<file path="config.mk">
export PLATFORM = sky130hd
export DESIGN_NAME = calc_result_reader_flat
export DESIGN_NICKNAME = d
export VERILOG_FILES = /design/src/rtl/calc_result_reader_if.sv /design/src/rtl/calc_result_reader.sv /design/src/flat_wrapper.sv
export SDC_FILE = /design/constraint.sdc
export NUM_CORES = 1
export LEC_CHECK = 0
export ABC_AREA = 1
export BUFFER_PORTS_ARGS = -buffer_cell sky130_fd_sc_hd__buf_2
export CORE_MARGIN = 5
export CORE_UTILIZATION = 45
export DETAILED_ROUTE_END_ITERATION = 8
export GPL_TIMING_DRIVEN = 0
export SLEW_MARGIN = 40
export SYNTH_ARGS = -nofsm -noshare
export SYNTH_HDL_FRONTEND = slang
export SYNTH_SLANG_ARGS = --single-unit
</file>
<file path="constraint.sdc">
create_clock -name Clk -period 4.42 [get_ports Clk]
set_input_delay 0.663 -clock Clk [delete_from_list [all_inputs] [get_ports Clk]]
set_output_delay 0.663 -clock Clk [all_outputs]
set_load 0.02 [all_outputs]
</file>
<file path="src/rtl/calc_result_reader_if.sv">
// rtl/calc_result_reader_if.sv - calculator result/state bits seen by the result reader
interface calc_result_reader_if #(
  parameter int WIDTH = 17
);
  logic             QDone;
  logic             QErr;
  logic             QI;
  logic [WIDTH-1:0] C;
  logic             Flag;

  modport master (output QDone, QErr, QI, C, Flag);
  modport slave  (input  QDone, QErr, QI, C, Flag);
endinterface

</file>
<file path="src/rtl/calc_result_reader.sv">
// rtl/calc_result_reader.sv - captures calculator result and converts it to BCD digits
// Sequential double-dabble, one bit per cycle, with leading-zero blank mask.
module calc_result_reader #(
  parameter int WIDTH  = 17,
  parameter int DIGITS = 6
) (
  input  logic                  Clk,
  input  logic                  Reset,
  calc_result_reader_if.slave   calc,
  output logic [4*DIGITS-1:0]   Digits,
  output logic [DIGITS-1:0]     Blank,
  output logic                  Valid,
  output logic                  Busy,
  output logic                  Ovf,
  output logic                  Err
);
  localparam logic [3:0] IDLE  = 4'b0001;
  localparam logic [3:0] SHIFT = 4'b0010;
  localparam logic [3:0] SHOW  = 4'b0100;
  localparam logic [3:0] ERROR = 4'b1000;

  localparam int                CNT_W     = $clog2(WIDTH + 1);
  localparam logic [CNT_W-1:0]  LAST_CNT  = CNT_W'(WIDTH - 1);
  localparam logic [DIGITS-1:0] BLANK_RST = {{(DIGITS-1){1'b1}}, 1'b0};

  logic [3:0]          state;
  logic                qdone_d;
  logic [WIDTH-1:0]    sreg;
  logic [4*DIGITS-1:0] acc;
  logic [CNT_W-1:0]    cnt;

  logic [4*DIGITS-1:0] acc_adj;
  logic [4*DIGITS-1:0] acc_shf;
  logic [WIDTH-1:0]    sreg_shf;
  logic [DIGITS-1:0]   blank_shf;
  logic                zero_above;
  logic                rise;

  assign rise = calc.QDone & ~qdone_d;

  always_comb begin
    acc_adj = acc;
    for (int i = 0; i < DIGITS; i++) begin
      if (acc[4*i +: 4] >= 4'd5)
        acc_adj[4*i +: 4] = acc[4*i +: 4] + 4'd3;
    end
    {acc_shf, sreg_shf} = {acc_adj[4*DIGITS-2:0], sreg, 1'b0};
    // A digit is blanked only when it and every more significant digit are zero
    zero_above = 1'b1;
    blank_shf  = '0;
    for (int k = DIGITS - 1; k >= 1; k--) begin
      zero_above   = zero_above & (acc_shf[4*k +: 4] == 4'd0);
      blank_shf[k] = zero_above;
    end
  end

  always_ff @(posedge Clk or posedge Reset) begin
    if (Reset) begin
      state   <= IDLE;
      qdone_d <= 1'b0;
      sreg    <= '0;
      acc     <= '0;
      cnt     <= '0;
      Digits  <= '0;
      Blank   <= BLANK_RST;
      Valid   <= 1'b0;
      Busy    <= 1'b0;
      Ovf     <= 1'b0;
      Err     <= 1'b0;
    end else begin
      qdone_d <= calc.QDone;
      if (calc.QI) begin
        state  <= IDLE;
        Valid  <= 1'b0;
        Busy   <= 1'b0;
        Err    <= 1'b0;
        Ovf    <= 1'b0;
        Digits <= '0;
        Blank  <= BLANK_RST;
      end else if (calc.QErr) begin
        state  <= ERROR;
        Err    <= 1'b1;
        Valid  <= 1'b0;
        Busy   <= 1'b0;
        Digits <= '0;
        Blank  <= BLANK_RST;
      end else if (rise && state != ERROR) begin
        state <= SHIFT;
        sreg  <= calc.C;
        acc   <= '0;
        cnt   <= '0;
        Ovf   <= calc.Flag;
        Busy  <= 1'b1;
        Valid <= 1'b0;
      end else if (state == SHIFT) begin
        acc  <= acc_shf;
        sreg <= sreg_shf;
        cnt  <= cnt + 1'b1;
        if (cnt == LAST_CNT) begin
          Digits <= acc_shf;
          Blank  <= blank_shf;
          Valid  <= 1'b1;
          Busy   <= 1'b0;
          state  <= SHOW;
        end
      end
    end
  end
endmodule

</file>
<file path="src/flat_wrapper.sv">
// flat-port wrapper written by rule: the top's interface ports become plain ports
module calc_result_reader_flat 
#(
  parameter int WIDTH  = 17,
  parameter int DIGITS = 6
)
  (Clk, Reset, Digits, Blank, Valid, Busy, Ovf, Err, calc_QDone, calc_QErr, calc_QI, calc_C, calc_Flag);
  calc_result_reader_if #(.WIDTH(WIDTH)) calc_i ();
  input  logic Clk;
  input  logic Reset;
  output logic [4*DIGITS-1:0] Digits;
  output logic [DIGITS-1:0] Blank;
  output logic Valid;
  output logic Busy;
  output logic Ovf;
  output logic Err;
  input wire logic [$bits(calc_i.QDone)-1:0] calc_QDone;
  input wire logic [$bits(calc_i.QErr)-1:0] calc_QErr;
  input wire logic [$bits(calc_i.QI)-1:0] calc_QI;
  input wire logic [$bits(calc_i.C)-1:0] calc_C;
  input wire logic [$bits(calc_i.Flag)-1:0] calc_Flag;
  assign calc_i.QDone = calc_QDone;
  assign calc_i.QErr = calc_QErr;
  assign calc_i.QI = calc_QI;
  assign calc_i.C = calc_C;
  assign calc_i.Flag = calc_Flag;
  calc_result_reader #(.WIDTH(WIDTH), .DIGITS(DIGITS)) u_core (.Clk(Clk), .Reset(Reset), .calc(calc_i), .Digits(Digits), .Blank(Blank), .Valid(Valid), .Busy(Busy), .Ovf(Ovf), .Err(Err));
endmodule
</file>
# ---- After elaboration in Yosys (flattened, before gate mapping)
# Cells that the tools add are included.
# W data, S select, Z words.
dict set report totals {
  reg_bits 85
  output_inout_bits 34
  elab_cells 96
}
dict set report op_classes {
  addsub 7
  n_lt_le_gt_ge 6
  eq_ne 5
  mux 42
  bitwise_logic 8
  n_reduce_logical 17
}
# operator n
set op_table {}
lappend op_table {{$mux W24} 7}
lappend op_table {{$mux W4} 10}
lappend op_table {{$mux W17} 2}
lappend op_table {{$mux W6} 5}
lappend op_table {{$ge A4 B3 Y1 const B} 6}
lappend op_table {{$add A4 B2 Y4 const B} 5}
lappend op_table {{$logic_not A4 Y1} 5}
lappend op_table {{$mux W1} 15}
lappend op_table {{$mux W5} 2}
lappend op_table {{$reduce_bool A4 Y1} 2}
lappend op_table {{$reduce_and A3 Y1} 2}
lappend op_table {{$reduce_bool A2 Y1} 3}
lappend op_table {{$reduce_bool A3 Y1} 2}
lappend op_table {{$add A5 B1 Y5 const B} 1}
lappend op_table {{$and A1 B1 Y1} 5}
lappend op_table {{$eq A5 B5 Y1 const B} 1}
lappend op_table {{$eq A4 B2 Y1 const B} 1}
lappend op_table {{$ne A4 B4 Y1 const B} 1}
lappend op_table {{$reduce_and A2 Y1} 2}
lappend op_table {{$add A3 B2 Y3 const B} 1}
lappend op_table {{$mux W3} 1}
lappend op_table {{$ne A3 B3 Y1 const B} 1}
lappend op_table {{$not A1 Y1} 3}
lappend op_table {{$ne A2 B1 Y1 const B} 1}
lappend op_table {{$logic_and A1 B1 Y1} 1}

# ---- Depth between registers and ports, before layout
dict set report logic_depth {
  depth_word 12
  depth_mapped 12
  ltp_nobuf 12
}

# ---- Worst setup path before layout
# No wires, ideal clock.
dict set report synth_path {
  kind {in2reg}
  from {in calc_QDone}
  to {reg u_core.acc[6]}
  setup_time_ns 0.139
  arrival_ns 1.527
  path_slack_ns 2.754
  cell_stages 8
  n_path_buf 1
  path_cell_list {inv_1 nor2_4 nand2_4 nand2_2 nor2_4 inv_2 buf_2 o22ai_2}
}
dict set report synth_between {
  elab_chain_cells 4
  word_cells_on_any_way 5
  cone_classes {mux: 1; bitwise: 1; reduce/logical: 3}
}
# element line_no
set synth_rtl {}
lappend synth_rtl {{start: declaration} flat_wrapper.sv:17} ;# input wire logic [$bits(calc_i.QDone)-1:0] calc_QDone;
lappend synth_rtl {{$and A1 B1 Y1 (*)} calc_result_reader.sv:39} ;# assign rise = calc.QDone & ~qdone_d;
lappend synth_rtl {{$logic_and A1 B1 Y1 (*)} calc_result_reader.sv:87} ;# end else if (rise && state != ERROR) begin
lappend synth_rtl {{$reduce_bool A2 Y1 (no line)} n/a}
lappend synth_rtl {{$reduce_and A3 Y1 (no line)} n/a}
lappend synth_rtl {{end signal: assignment} calc_result_reader.sv:96} ;# acc <= acc_shf;
lappend synth_rtl {{end: declaration} calc_result_reader.sv:29} ;# logic [4*DIGITS-1:0] acc;
# Every way passes the cells marked *; elsewhere a longest branch is shown, timed or not.
# A chain may end at the register's enable or synchronous reset.

# ---- Worst setup path after layout
dict set report layout_path {
  from {reg u_core.acc[12]}
  to {reg u_core.Blank[1]}
}
dict set report layout_between {
  elab_chain_cells 12
  word_cells_on_any_way 14
  cone_classes {add/sub: 1; order compare: 1; mux: 6; bitwise: 4; reduce/logical: 2}
}
# element line_no
set layout_rtl {}
lappend layout_rtl {{$add A4 B2 Y4 / $ge A4 B3 Y1 (equally long branches)} {calc_result_reader.sv:45, calc_result_reader.sv:44}}
lappend layout_rtl {{$mux W4 (*)} calc_result_reader.sv:44} ;# if (acc[4*i +: 4] >= 4'd5)
lappend layout_rtl {{$logic_not A4 Y1} calc_result_reader.sv:52} ;# zero_above = zero_above & (acc_shf[4*k +: 4] == 4'd0);
lappend layout_rtl {{$and A1 B1 Y1} calc_result_reader.sv:52}
lappend layout_rtl {{$and A1 B1 Y1 (*) (3 in series)} calc_result_reader.sv:52}
lappend layout_rtl {{$mux W6 (*)} calc_result_reader.sv:99} ;# if (cnt == LAST_CNT) begin
lappend layout_rtl {{$mux W6 (*)} calc_result_reader.sv:95} ;# end else if (state == SHIFT) begin
lappend layout_rtl {{$mux W6 (*)} calc_result_reader.sv:87}
lappend layout_rtl {{$mux W6 (*)} calc_result_reader.sv:80} ;# end else if (calc.QErr) begin
lappend layout_rtl {{$mux W6 (*)} calc_result_reader.sv:72} ;# if (calc.QI) begin
lappend layout_rtl {{end signal: assignment} calc_result_reader.sv:101} ;# Blank <= blank_shf;
lappend layout_rtl {{end: declaration} calc_result_reader.sv:11} ;# output logic [DIGITS-1:0] Blank,
# Every way passes the cells marked *; elsewhere a longest branch is shown, timed or not. The select of a mux whose other input is x is not followed.

==> qor.yml <==
maxCapViolations: 0
power_frac_seq: 0.469
rsz0062_at_grt: "false"
clock-root-buffer: "clkbuf_8"
hold-worst-slack_ns: 0.2822
r2r_slack_ns: 2.55
wl_per_cell_microns: 14.44
switching_share: 0.2875
path_max_fanout: 3
combPwrFrac: 0.186
dp_slack_ns: 2.413
fin_nets: 576
criticalPathCategory: "flip-flop to flip-flop"
fmax_mhz: 535.4
p_int_mw: 1.343
r2r_end: "u_core.Blank[1]"
synth_fp_nets: 509
startpoint_type: "flip-flop"
drive_above_1_share: 0.2390
netlist_instances: 472
io_pins: 57
timing.rr.start: "u_core.acc[12]"
port_buffers: 55
die-area_sq_um: 11330
ys_types: 34
synth_warnings: 0
timing.final.crit_share: 0.4225
finalHoldViolations: 0
critPathCaptureType: "flip-flop"
fin_ws_ns: 2.552
run_status: "finished clean"
antenna_cells: 0
first_pass_iters: 4
cts_tree: "yes"
avgSynthCellArea_sq_um: 8.870
htreeDepth: 3
clk_pin_slew_ns: 0.09
finalClockSkew_ns: 0.01063
post_cts_resized: 0
final_cell_mix: "79 x nand2_1, 76 x dfrtp_1, 63 x buf_2, 53 x inv_1, 53 x nand3_1"
drt-total-wl_microns: 9456
placedCellCount: 639
synth-seq-area-share: 0.4919
grt_util_all_layers: 0.1779
grt_antenna_before_repair: 0
hpwl_microns: 7024
synth_largest_area_cell: "dfrtp_1"
yosys-top-cells-area: "dfrtp_1 45%, nand2_1 7.1%, nand3_1 6.3%, inv_1 4.8%, ha_1 4.2%"
drtIter0Drc: 112
drcViolationCount: 0
yosys_register_bits: 82
postCtsSetupRepairBufs: 0
synth_area_sq_um: 4187
irDropWorstVdd_uv: 165.4
final_core_util: 0.5318
cts_made_buffers: 9
reg2regPathDepth: 10
overflow: 0
core_sq_um: 9153
rows: 35
critPathRequiredTime_ns: 4.73
p_leak_nw: 2.343
grt_max_degree: 48
area_growth_pct: 16.26
dieWidth_microns: 106.5
synth_top_cell_area_share: 0.4543
clock_power_share: 0.345
cts_buffer_depth: 2
worstPathArrival_ns: 2.17
routabilityCongestion: 0.7935
clock_latency_ns: 0.36
via_per_inst: 5.137
p_sw_mw: 0.5418
setup_viol: 0
cts_sinks: 82
grt_pass1_vias: 3358
period_needed_ns: 1.868
die_h_microns: 106.5
fin_tns_setup_ns: 0
grt_pass1_wl_microns: 16260
min-delay-path-class: "primary input to asynchronous set/reset pin"
postCtsHoldBufs: 0
instances_no_fill: 655
dr_total_vias: 3365
power_density_nw_per_um2: 387.2
final_antenna_net_count: 0
layout_commonest_cell: "nand2_1"
floorplan.initialDensity: 0.4574
finalMaxSlewViolations: 0
==> cell type report <==
type | count | area (sq um)
Buffer | 20 | 141.4
Clock buffer | 11 | 131.4
Clock inverter | 5 | 102.6
Fill cell | 860 | 4285
Inverter | 58 | 222.7
Multi-Input combinational cell | 312 | 1768
Sequential cell | 82 | 2059
Tap cell | 111 | 138.9
Timing Repair Buffer | 56 | 302.8
==> cells in the mapped netlist <==
master / count
nand2_4: 3
ha_1: 14
a22o_1: 1
nor2_1: 40
buf_1: 2
dfstp_2: 6
o21ai_0: 29
nor2_2: 3
buf_4: 1
inv_2: 4
a21oi_1: 7
buf_6: 7
nand3b_1: 2
o22ai_1: 9
or2_2: 1
o22ai_2: 14
inv_1: 54
buf_2: 8
o31ai_1: 2
nand3_2: 1
a31oi_1: 16
nand2_2: 4
nand2_1: 79
conb_1: 1
dfrtp_1: 76
nand4_1: 4
o21ai_1: 15
xor2_1: 4
nand3_1: 53
nor2_4: 6
a22oi_1: 1
nor3_2: 1
and2_1: 2
clkbuf_1: 2
==> state kept, by name (all words and copies together), names as in the netlist <==
register / flops
u_core.Digits: 24
u_core.qdone_d: 1
u_core.Err: 1
u_core.cnt: 5
u_core.Blank: 5
u_core.Ovf: 1
u_core.state: 4
u_core.sreg: 17
u_core.acc: 24
==> worst max-delay path by stage <==
stage,slack (ns),cells after the start,start,endpoint
after CTS,2.54,10,u_core.acc[12],u_core.Blank[1]
after global routing,2.26,10,u_core.acc[8],u_core.Blank[1]
after detailed placement,2.41,9,calc_QDone,u_core.acc[6]
after global placement,0.59,2,Reset,u_core.acc[21]
after floorplan,1.66,1,Reset,u_core.Digits[0]
final,2.55,10,u_core.acc[12],u_core.Blank[1]
==> cells by family after synthesis <==
logic type,Yosys count,share of synthesized area
AOI/OAI and AO/OA,94,0.1476
other,1,0.0008957
adders and majority gates,14,0.04184
DFF,82,0.4919
buffers and inverters,78,0.08578
xor gates and xnor gates,4,0.008367
and+or+nand+nor,199,0.2235
==> power by group through the flow <==
| stage | Sequential, mW | Combinational, mW | Clock (mW) |
|---|---|---|---|
| after CTS | 0.884 | 0.355 | 0.663 |
| final | 0.884 | 0.351 | 0.649 |
| after global routing | 0.898 | 0.407 | 0.699 |
| after global placement | 0.895 | 0.342 | 0 |
| after detailed placement | 0.898 | 0.355 | 0 |
| after floorplan | 0.887 | 0.273 | 0 |
==> critical path: stages, from the launching register on <==
cell and delay (ns):
dfrtp_1 0.41, inv_1 0.13, ha_1 0.18, inv_1 0.04, nand2_1 0.08, nand3_1 0.13
o21ai_1 0.29, nand2_1 0.10, nor2_1 0.26, nand4_1 0.13, nand2_1 0.07
==> metal layers <==
metal	GRT usage	vias up	wire length, microns
met5	0	-	0
met4	0.05571	0	175
met3	0.04007	16	353
met2	0.2914	68	4475
met1	0.2353	1577	4451
li1	-	1704	-
==> stage by stage <==
stage	area (sq um)	power, mW
floorplan	4187	1.160
global placement	4601	1.237
detailed placement	4633	1.252
CTS	4867	1.902
global route	4867	2.004
finish	4867	1.885
Power figures use the tool's default switching activity.
